==> src/rtl/ecg_window_feeder_pkg.sv <==
// Shared layer constants and the window feeder state encoding.
package ecg_window_feeder_pkg;

    localparam int unsigned ACT_W      = 8;
    localparam int unsigned NODE_FANIN = 5;
    localparam int unsigned NODE_LAT   = 3;
    localparam int unsigned CNT_W      = 3;

    typedef enum logic [1:0] {
        StFill,
        StPresent,
        StStep,
        StPad
    } feeder_state_e;

endpackage

==> src/rtl/ecg_window_feeder_valid_delay_line.sv <==
// Fixed-latency shift register for strobe/flag alignment with a node pipeline.
module ecg_window_feeder_valid_delay_line #(
    parameter int unsigned DEPTH = 3,
    parameter int unsigned WIDTH = 2
) (
    input  logic             i_clk,
    input  logic             i_reset,
    input  logic [WIDTH-1:0] i_data,
    output logic [WIDTH-1:0] o_data
);

    logic [WIDTH-1:0] r_stage [DEPTH];

    always_ff @(posedge i_clk) begin
        if (i_reset) begin
            for (int unsigned i = 0; i < DEPTH; i++) begin
                r_stage[i] <= '0;
            end
        end else begin
            r_stage[0] <= i_data;
            for (int unsigned i = 1; i < DEPTH; i++) begin
                r_stage[i] <= r_stage[i-1];
            end
        end
    end

    assign o_data = r_stage[DEPTH-1];

endmodule

==> src/rtl/ecg_window_feeder.sv <==
// Serial sample stream to 5-wide sliding window with node-aligned valid/record-done strobes.
// Define FEEDER_ZERO_PAD_EN to zero-pad and present a truncated final window of a record.
module ecg_window_feeder #(
    parameter int unsigned NUM_IN   = ecg_window_feeder_pkg::NODE_FANIN,
    parameter int unsigned STRIDE   = 1,
    parameter int unsigned NODE_LAT = ecg_window_feeder_pkg::NODE_LAT
) (
    input  logic       clk,
    input  logic       reset,
    input  logic [7:0] s_data,
    input  logic       s_valid,
    input  logic       s_last,
    output logic       s_ready,
    output logic [7:0] A0x,
    output logic [7:0] A1x,
    output logic [7:0] A2x,
    output logic [7:0] A3x,
    output logic [7:0] A4x,
    output logic       a_valid,
    output logic       n_valid,
    output logic       rec_done
);

    import ecg_window_feeder_pkg::*;

`ifdef FEEDER_ZERO_PAD_EN
    localparam bit PAD_EN = 1'b1;
`else
    localparam bit PAD_EN = 1'b0;
`endif

    localparam logic [CNT_W-1:0] FILL_LAST = CNT_W'(NUM_IN - 1);
    localparam logic [CNT_W-1:0] STEP_LAST = CNT_W'(STRIDE - 1);

    feeder_state_e    r_state;
    feeder_state_e    w_state_next;
    logic [CNT_W-1:0] r_cnt;
    logic             r_rec_last;
    logic             r_live;
    logic [ACT_W-1:0] r_win [NUM_IN];
    logic             w_xfer;
    logic             w_fill_done;
    logic             w_step_done;
    logic             w_shift;
    logic [ACT_W-1:0] w_shift_data;
    logic [1:0]       w_dly_in;
    logic [1:0]       w_dly_out;

    assign w_xfer       = s_valid && s_ready;
    assign w_fill_done  = (r_cnt == FILL_LAST);
    assign w_step_done  = (r_cnt == STEP_LAST);
    assign w_shift      = w_xfer || (r_state == StPad);
    assign w_shift_data = w_xfer ? s_data : '0;

    always_ff @(posedge clk) begin
        if (reset) begin
            r_state <= StFill;
        end else begin
            r_state <= w_state_next;
        end
    end

    always_comb begin
        w_state_next = r_state;
        unique case (r_state)
            StFill: begin
                if (w_xfer) begin
                    if (w_fill_done) begin
                        w_state_next = StPresent;
                    end else if (s_last) begin
                        w_state_next = PAD_EN ? StPad : StFill;
                    end
                end
            end
            StStep: begin
                if (w_xfer) begin
                    if (w_step_done) begin
                        w_state_next = StPresent;
                    end else if (s_last) begin
                        w_state_next = PAD_EN ? StPad : StFill;
                    end
                end
            end
            StPresent: w_state_next = r_rec_last ? StFill : StStep;
            StPad: begin
                if (r_cnt == CNT_W'(1)) begin
                    w_state_next = StPresent;
                end
            end
            default: w_state_next = StFill;
        endcase
    end

    // r_live keeps s_ready low for the first cycle after reset releases.
    always_comb begin
        s_ready = r_live && ((r_state == StFill) || (r_state == StStep));
        a_valid = (r_state == StPresent);
    end

    // In StPad r_cnt holds the number of zero samples still to insert.
    always_ff @(posedge clk) begin
        if (reset) begin
            r_cnt      <= '0;
            r_rec_last <= 1'b0;
            r_live     <= 1'b0;
        end else begin
            r_live <= 1'b1;
            unique case (r_state)
                StFill: begin
                    if (w_xfer) begin
                        if (w_fill_done) begin
                            r_cnt      <= '0;
                            r_rec_last <= s_last;
                        end else if (s_last) begin
                            r_cnt <= PAD_EN ? (FILL_LAST - r_cnt) : '0;
                        end else begin
                            r_cnt <= r_cnt + 1'b1;
                        end
                    end
                end
                StStep: begin
                    if (w_xfer) begin
                        if (w_step_done) begin
                            r_cnt      <= '0;
                            r_rec_last <= s_last;
                        end else if (s_last) begin
                            r_cnt <= PAD_EN ? (STEP_LAST - r_cnt) : '0;
                        end else begin
                            r_cnt <= r_cnt + 1'b1;
                        end
                    end
                end
                StPresent: begin
                    r_cnt      <= '0;
                    r_rec_last <= 1'b0;
                end
                StPad: begin
                    r_cnt <= r_cnt - 1'b1;
                    if (r_cnt == CNT_W'(1)) begin
                        r_rec_last <= 1'b1;
                    end
                end
                default: r_cnt <= '0;
            endcase
        end
    end

    always_ff @(posedge clk) begin
        if (reset) begin
            for (int unsigned i = 0; i < NUM_IN; i++) begin
                r_win[i] <= '0;
            end
        end else if (w_shift) begin
            for (int unsigned i = 0; i < NUM_IN - 1; i++) begin
                r_win[i] <= r_win[i+1];
            end
            r_win[NUM_IN-1] <= w_shift_data;
        end
    end

    assign A0x = r_win[0];
    assign A1x = r_win[1];
    assign A2x = r_win[2];
    assign A3x = r_win[3];
    assign A4x = r_win[4];

    assign w_dly_in = {a_valid, a_valid && r_rec_last};

    ecg_window_feeder_valid_delay_line #(
        .DEPTH (NODE_LAT),
        .WIDTH (2)
    ) u_dly (
        .i_clk   (clk),
        .i_reset (reset),
        .i_data  (w_dly_in),
        .o_data  (w_dly_out)
    );

    assign n_valid  = w_dly_out[1];
    assign rec_done = w_dly_out[0];

endmodule

==> config.mk <==
export PLATFORM = sky130hd
export DESIGN_NAME = ecg_window_feeder
export DESIGN_NICKNAME = d
export VERILOG_FILES = /design/src/rtl/ecg_window_feeder_pkg.sv /design/src/rtl/ecg_window_feeder_valid_delay_line.sv /design/src/rtl/ecg_window_feeder.sv
export SDC_FILE = /design/constraint.sdc
export NUM_CORES = 1
export LEC_CHECK = 0
export ABC_AREA = 0
export CAP_MARGIN = 20
export CORE_MARGIN = 4
export CORE_UTILIZATION = 51
export DETAILED_ROUTE_END_ITERATION = 8
export HOLD_SLACK_MARGIN = 0.15
export PLACE_DENSITY = 0.83
export SYNTH_ARGS = -nofsm -noshare
export SYNTH_HDL_FRONTEND = slang
export SYNTH_SLANG_ARGS = --single-unit
==> constraint.sdc <==
create_clock -name clk -period 6.3 [get_ports clk]
set_input_delay 1.575 -clock clk [delete_from_list [all_inputs] [get_ports clk]]
set_output_delay 1.575 -clock clk [all_outputs]
set_load 0.05 [all_outputs]
==> impl_results.md <==
* Status: complete, no violations
* Footprint of the multi-input gates at 618.1 sq um
* Arrival time reported for the critical path endpoint at 3.87 ns
* Fraction of synthesized cell area taken by the top area cell type at 0.5604
* Die X-Extent at 72.83 um
* Leading register cell type out of synthesis: edfxtp_1
* Critical Path RT at 6.04 ns
* Clock slew seen by the registers of the worst setup and hold paths at 0.09 ns
* Nature of the critical path startpoint: input port
* Largest family of logic cells by synthesized area: simple AND/OR/NAND/NOR gates
* Post-CTS Setup Bufs at 0
* Number of hold violations in the final report at 0
* Top post-synthesis cells by count: 40 x edfxtp_1, 33 x and3_1, 13 x dfxtp_1
* Slew HR at 0.3367
* Unrepaired setup endpoints after global routing: no
* Post-Synth XOR/XNOR Area at 0
* Path class of the lowest-slack min-delay path: reg2reg
* Highest Clock Rate at 0.2420 GHz
* Path type of the worst setup path: in2reg
* Antenna violation net count after detailed routing at 0
* Number of DRC markers in iteration 0 at 223
* Final Core Density at 0.6994
* Full die area at 0.005303 sq mm
* Area fraction in and, or, nand and nor cells after synthesis at 0.1903
* Final setup violation count at 0
* Via count at 1445
* Overall power of the completed layout at 0.7270 mW
* Cell variety after synth at 32
* Vias per cell at 5.352
* Average routed wire per standard cell at 14.40 um
* Number of max-slew violations in the final report at 0
* Worst R2R Path Depth at 2
* Post-detailed-routing wire length at 3887 um
* Initial antenna violation count at 0
* Sum of negative setup slack at 0 ns
* Top fanout value on the critical path at 40
* Core outline area at 0.004029 sq mm
* Share of layout cells above drive strength 1 at 0.04091
* Root buffer cell: clkbuf_8
* End point of the most critical hold path: u_dly.r_stage[0][3]$_SDFF_PP0_
* Launch point of the worst reg-to-reg path: r_state[0]$_SDFFE_PP0P_
* Part of the Yosys area used for sequential elements at 0.6818
* Hold Path Cell Cnt at 1
* TritonCTS clock tree: done
* Post-synthesis async set-or-reset flop share at 0
* Seq cells post-synth at 53
* Met1 layer usage reported by global route at 0.2123
* Number of enable flip-flop cells after synthesis at 40
* HP Start: u_dly.r_stage[0][1]$_SDFF_PP0_
* DRT Pass-1 Iters at 4
* Effective utilization at floorplan at 0.5320
* Final worst-path cycle share at 0.6560
* TritonCTS Buffers at 5
* Destination of the worst register-to-register timing path: r_win[0][27]$_SDFFCE_PN0P_
* Clock latency of the later-clocked register in the worst-skew pair at 0.30 ns
* CTS H-Tree Depth at 2
* Instance area at placement at 0.002715 sq mm
* Number of max-capacitance violations reported at 0
* Fillers at 285
* Storage element area at 0.001461 sq mm
* Number of primary I/O pins at 56
* Met2 Use GR at 0.2224
* Warning count from the yosys run at 0
* Slew @ Worst Pin at 0.9938 ns
* Power density over the cells at 258.0 mW/mm^2
* Biggest area consumer among synthesized cells: edfxtp_1
* Number of global-route vias before repair at 1344
* Rows at 23
* Area grow syn2layout at 31.47%
* Pin count of the biggest net entering global routing at 41
* Port Buffer Count at 55
* Gate count of the mapped netlist at 168
* Area fraction in compound gates after synthesis at 0.06772
* Global routing usage summed across all routing layers at 0.1533
* Placer congestion estimate at 0.9011
* Buffer depth of the longest clock path at 2
* Overall die height at 72.83 um
* Count of clock tree sinks at 53
* Min cycle time layout at 4.133 ns
* Top-count cell post-synth: edfxtp_1
* Post-synth design cell area at 0.002143 sq mm
* Global-route wire length before repair at 6265 um
* Synthesized-area fraction occupied by adder cells at 0.02335
* Busiest metal layer after global routing: met2
* Post-synth net total at 184
* Detailed-placement wirelength estimate at 2618 um
* Sum of overflow across all layers after global routing at 0
* Top cells by area, synth: edfxtp_1 56%, dfxtp_1 12%, and3_1 9.6%
* PostCTS Resize Cnt at 0
* Antenna diode count at 0
* DRC violation count after routing at 0
* Final nets at 235
* Slack of the worst reg-to-reg path at 4.18 ns
* Met3 usage in global routing at 0.07300
* Peak supply drop at 0.1504 mV
* Static Leakage at 1.177 nW
* Mean Syn Cell Area at 12.76 sq um
* Fraction of synthesized area in multiplexers at 0.004670
* Hold buffers post-CTS at 0
* Clock Skews at 0.01080 ns
* Critical Path End Type: flop
* Final instance area at 0.002818 sq mm
per-layer routing:
layer | up-vias | wire [um]
met2 | 76 | 1736
met3 | 5 | 479
met5 | - | 0
met4 | 0 | 29
met1 | 658 | 1641
li1 | 706 | -
placed cells by master, fill, tap and decap left out:
master / n
a211oi_1: 1
a21o_1: 1
a21oi_1: 6
a221oi_1: 1
a311oi_1: 1
a31oi_1: 1
and2_1: 9
and3_1: 33
clkbuf_1: 1
clkbuf_16: 1
clkbuf_8: 5
clkdlybuf4s50_1: 55
clkinv_2: 1
dfxtp_1: 13
edfxtp_1: 40
ha_1: 4
inv_1: 6
mux2i_1: 1
nand2_1: 10
nand2b_1: 1
nand3_2: 1
nand4_1: 1
nor2_1: 3
nor2b_1: 7
nor3b_1: 2
o211a_1: 1
o211ai_1: 1
o21ai_0: 7
o21bai_1: 1
o311ai_0: 1
o31ai_1: 1
or2_2: 1
or3_1: 1
or4_1: 1
critical path, stage by stage:
cell and delay [ns]:
clkdlybuf4s50_1 0.60, inv_1 0.71, nand3_2 0.96
through the flow:
| step | worst slack, ns | instances | hold slack, ns |
|---|---|---|---|
| CTS | 2.160 | 270 | 0.4485 |
| global placement | 1.960 | 262 | 0.4174 |
| detailed placement | 1.835 | 262 | 0.4283 |
| floorplan | 2.655 | 168 | 0.4138 |
| global route | 1.874 | 270 | 0.4657 |
| finish | 2.167 | 270 | 0.4418 |
how the worst max path moves through the flow:
stage | from | end | cells after the start
after floorplan | reset | r_win[0][0]$_SDFFCE_PN0P_ | 4
after global placement | reset | r_win[0][7]$_SDFFCE_PN0P_ | 3
after detailed placement | reset | r_win[0][7]$_SDFFCE_PN0P_ | 3
after CTS | reset | r_win[0][27]$_SDFFCE_PN0P_ | 3
after global routing | reset | r_win[0][36]$_SDFFCE_PN0P_ | 3
final | reset | r_win[0][27]$_SDFFCE_PN0P_ | 3
state kept, by name, indices dropped and copies added, names as in the netlist:
name           flops
r_cnt              3
r_live             1
r_rec_last         1
r_win             40
u_dly.r_stage      6
r_state            2
power breakdown:
part	total [mW]	switching (mW)	internal, mW
clock network	0.205	0.103	0.102
logic	0.120	0.0824	0.0377
registers	0.401	0.00802	0.393
logic make-up (layout without fill, tap and decap cells):
group,count (synthesis),in the layout
mux,1,1
compound gates,23,23
simple gates,70,70
fa+ha+maj,4,4
buf+inv,17,69
flops,53,53
cell type report:
cell class                 count  area share
multi-input combinational     98      0.2194
clock inverter                 1    0.001776
sequential                    53      0.5186
inverter                       6    0.007993
tap                           50     0.02220
clock buffer                   7     0.03464
timing repair buffer          55      0.1954
Power figures use the tool's default switching activity.
==> RTL change 1: new RTL, same settings <==
Encoding of `feeder_state_e`: now Gray code (2 bits for 4 states).
--- a/src/rtl/ecg_window_feeder_pkg.sv
+++ b/src/rtl/ecg_window_feeder_pkg.sv
@@ -8,8 +8,8 @@
 
     typedef enum logic [1:0] {
-        StFill,
-        StPresent,
-        StStep,
-        StPad
+        StFill    = 2'b00,
+        StPresent = 2'b01,
+        StStep    = 2'b11,
+        StPad     = 2'b10
     } feeder_state_e;
 
Formal check against the unedited RTL: same outputs for any inputs over 10 cycles, from zero or initial values and one cycle with reset high; not proved beyond that.
==> RTL change 1 against the unedited design <==
- worst setup slack improved by 440 ps
- largest power group unchanged
- global-route usage about the same
- final cell count increased by 6.7%
- fmax increased by 12%
- power decreased by 1.9%
- sequential cell count unchanged
- area after synthesis increased by 6.8%
- design area increased by 5.1%
- utilization decreased by 1.9 points
- routed wire length increased by 8.4%
==> RTL change 1: results (changes against the unedited design) <==
[final_layout]
nFillCells = 314  ; +10%
drive_above_1_share_pct = 5.51  ; +1.4 points
final_nets = 256  ; +8.9%
reg.largest.list = r_win (40), u_dly.r_stage (6), r_cnt (3)

[placed_design]
portBuffers = 55  ; unchanged
dp_hpwl_um = 3030  ; +16%
gp_congestion = 0.772  ; -14%

[clock_network]
cts_buffers = 5  ; unchanged
post_cts_buffers = 0  ; unchanged
clk_latency_ps = 300  ; about the same
ctsLongestPathBuffers = 2  ; unchanged
h-tree-depth = 2  ; unchanged
ctsResizeCount = 0  ; unchanged
clk_pin_slew_ps = 90  ; about the same

[critical_path]
crit_path_top_delay_cell = clkdlybuf4s50_1
worst-endpoint-arrival_ps = 2120  ; -1750 ps
cp_max_fo = 5  ; -88%
critPathMaxStageDelay_ps = 810  ; -150 ps

[synth]
synth_area_leaders = edfxtp_1 52%, dfxtp_1 11%, and2_1 9.0%
ys_warn_count = 0  ; unchanged
synth_cell_types = 40  ; +25%
synth_common_cells = 40 x edfxtp_1, 33 x and2_1, 13 x dfxtp_1
synth_edf_count = 40  ; unchanged
syn_nets = 201  ; +9.2%
yosysSeqAreaShare_pct = 63.9  ; -4.3 points

[timing]
relSlewSlack_pct = 41.2  ; +7.5 points
fin_skew_ps = 6.43  ; -4.37 ps

[pwr]
leakage_nw = 1.12  ; -4.8%
ir_drop_v = 0.000133  ; -12%

[global_routing]
antenna_found_initial = 0  ; unchanged
grt_max_degree = 41  ; unchanged
grt_pass1_wl_um = 6360  ; +1.5%
grt_usage_pct = 15.4  ; +0.017 points
grt_util_met2_pct = 26.1  ; +3.9 points
grtUsageMet1_pct = 18.5  ; -2.8 points
grt_pass1_vias = 1388  ; +3.3%
grtUsageMet3_pct = 5.07  ; -2.2 points

[drt]
vias_per_cell = 5.08  ; -5.1%
wl_met3_um = 311  ; -35%
detail_route.first_pass.iterations = 4  ; unchanged
top_layer_used = met4
drt_iter0_markers = 58  ; -74%
met1Wirelength_um = 1700  ; +3.8%
wl_met2_um = 2150  ; +24%
routedWlPerCell_um = 14.6  ; +1.6%

[run_status]
outcome = complete, no violations

RTL change 1: cell families after synthesis:
kind of cell,after synthesis,share of synthesized area [%]
AO/OA/AOI/OAI,23,7.44
flip-flops,53,63.9
AND/OR/NAND/NOR,78,19.9
buffers and inverters,14,2.57
adder cells (fa/ha/maj),9,4.92
multiplexers,2,0.929
XOR/XNOR,1,0.383
RTL change 1: cell type report:
class	count	area, um2	share of cell area [%]
sequential	53	1460	49.3
multi-input combinational	113	771	26.0
timing repair buffer	56	558	18.8
clock buffer	7	76.3	2.58
tap	52	65.1	2.20
inverter	6	22.5	0.760
clock inverter	1	7.51	0.253
RTL change 1: worst paths after layout:
check                                          from                  end  slack (ps)  depth (start not counted)
worst max-delay path                     r_state[0]              s_ready        2610                          4
worst min-delay path            u_dly.r_stage[0][3]  u_dly.r_stage[0][5]         450                          1
worst max register to register           r_state[0]          r_win[0][6]        3850                          5
worst min register to register  u_dly.r_stage[0][3]  u_dly.r_stage[0][5]         450                          1
RTL change 1: report_power, final:
group	total (mW)	leakage [nW]	internal, mW	switching, mW
Combinational	0.125	0.549	0.0401	0.0847
Clock	0.186	0.0385	0.0789	0.108
Sequential	0.402	0.532	0.394	0.00779
Total	0.713	1.12	0.513	0.200
RTL change 1: worst register-to-register path, stage by stage (launching register included):
cell and delay, ps:
dfxtp_1 430, inv_1 110, ha_1 340, and3b_1 410, nor2_1 120, nand2_2 660
RTL change 1: metrics by stage:
step	instances	total power, mW	cell area [um2]	setup WS, ps
detailed placement	280	0.536	2880	2530
global route	288	0.739	2960	2520
CTS	288	0.719	2960	2600
finish	288	0.713	2960	2610
global placement	280	0.533	2880	2560
floorplan	180	0.490	2290	3190
==> RTL change 2: new RTL, same settings <==
Made on the original files. Set the localparam `PAD_EN` to 1'b1 (it was 1'b0).
--- a/src/rtl/ecg_window_feeder.sv
+++ b/src/rtl/ecg_window_feeder.sv
@@ -27,5 +27,5 @@
     localparam bit PAD_EN = 1'b1;
 `else
-    localparam bit PAD_EN = 1'b0;
+    localparam bit PAD_EN = 1'b1;
 `endif
 
Function: changed (a bounded check fails within 4 cycles, from zero or initial values and one cycle with reset high).
==> RTL change 2 against the unedited design <==
- routed wire length rose by 7.2%
- area after synthesis grew 3.0%
- worst setup slack better by 210 ps
- design area grew 1.0%
- sequential cell count unchanged
- sequential share of layout area fell by 0.52 points
- largest cell class unchanged
- power grew 5.7%
==> RTL change 2: results (changes against the unedited design) <==
[clock_network]
ctsResizeCount = 0  ; unchanged
clk_latency_ps = 300  ; about the same

[synth]
ys_warn_count = 0  ; unchanged
synth_edf_count = 40  ; unchanged
synth_area_leaders = edfxtp_1 54%, dfxtp_1 12%, and3_1 9.4%
syn_nets = 182  ; -1.1%
synth-compound-area-share_pct = 7.09  ; +0.31 points
synth_common_cells = 40 x edfxtp_1, 33 x and3_1, 13 x dfxtp_1
syn_avg_cell_area_um2 = 13.4  ; +4.8%
yosysSeqAreaShare_pct = 66.2  ; -2.0 points
synth_fa_ha_area_share_pct = 2.83  ; +0.50 points
synth_cell_types = 34  ; +6.3%
async_reset_ff_share_pct = 0  ; unchanged
synth.area.mux_share_pct = 0.964  ; +0.50 points
ys_dominant_reg_cell = edfxtp_1
synth_xor_area_share_pct = 0.397  ; +0.40 points

[final_layout]
instances_no_fill = 268  ; -0.74%
diodes = 0  ; unchanged
final_nets = 234  ; -0.43%
drive_above_1_share_pct = 6.42  ; +2.3 points
nFillCells = 292  ; +2.5%

[run_status]
outcome = complete, no violations

[placed_design]
placed_area_um2 = 2770  ; +1.8%
gp_congestion = 0.753  ; -16%
dp_cells = 260  ; -0.76%
dp_hpwl_um = 2970  ; +14%
place_ws_ps = 2040  ; +202 ps

[critical_path]
path_delay_family = simple AND/OR/NAND/NOR gates
critPathMaxStageDelay_ps = 880  ; -80 ps
endpoint = r_win[0][23]
worst-endpoint-arrival_ps = 3850  ; -20 ps
crit_start = s_valid
crit_path_top_delay_cell = nand2b_2
r2r_slack_ps = 3640  ; -540 ps
r2r-start = r_state[0]

[timing]
worst_slew_pin_slew_ps = 938  ; -56.2 ps
timing.hold.ws_ps = 455  ; +12.9 ps
fin_crit_sh_pct = 62.3  ; -3.3 points
fin_skew_ps = 6.09  ; -4.71 ps

[global_routing]
grtUsageMet3_pct = 3.83  ; -3.5 points
grtUsageMet1_pct = 18.5  ; -2.7 points
grt_pass1_vias = 1408  ; +4.8%
grt_usage_pct = 16.0  ; +0.67 points
grt_util_met2_pct = 27.7  ; +5.4 points
grt_pass1_wl_um = 6500  ; +3.7%
grt_max_degree = 41  ; unchanged
antenna_found_initial = 0  ; unchanged

[drt]
top_layer_used = met4
drt-total-wl_um = 4170  ; +7.2%
wl_met2_um = 2100  ; +21%
met1Wirelength_um = 1670  ; +2.0%
wl_met3_um = 301  ; -37%
drt_iter0_markers = 96  ; -57%
vias = 1456  ; +0.76%

[pwr]
p_switching_uw = 230  ; +19%
leakage_nw = 1.18  ; about the same
ir_drop_v = 0.000153  ; +1.7%

[worst_hold_path]
min_to = u_dly.r_stage[0][4]
hp-start = u_dly.r_stage[0][2]

==> RTL change 2: area by class of cell <==
class                      count  area, um2  share of cell area (%)
clock buffer                   7       76.3                    2.68
clock inverter                 1       5.00                   0.176
inverter                       5       18.8                   0.659
multi-input combinational     97        672                    23.6
sequential                    53       1460                    51.3
tap                           50       62.6                    2.20
timing repair buffer          55        551                    19.3
==> RTL change 2: worst register-to-register path, delay by kind of cell (launching register included) <==
kind               cells  cell delay (ps)
and+or+nand+nor        1              890
AOI/OAI and AO/OA      1              860
DFF                    1              540
==> RTL change 2: power groups by stage <==
stage                     clock network [mW]  registers [mW]  logic (mW)
final                                  0.178           0.418       0.172
after global routing                   0.193           0.421       0.182
after global placement                     0           0.424       0.169
after detailed placement                   0           0.426       0.173
after floorplan                            0           0.485      0.0574
after CTS                              0.180           0.418       0.173
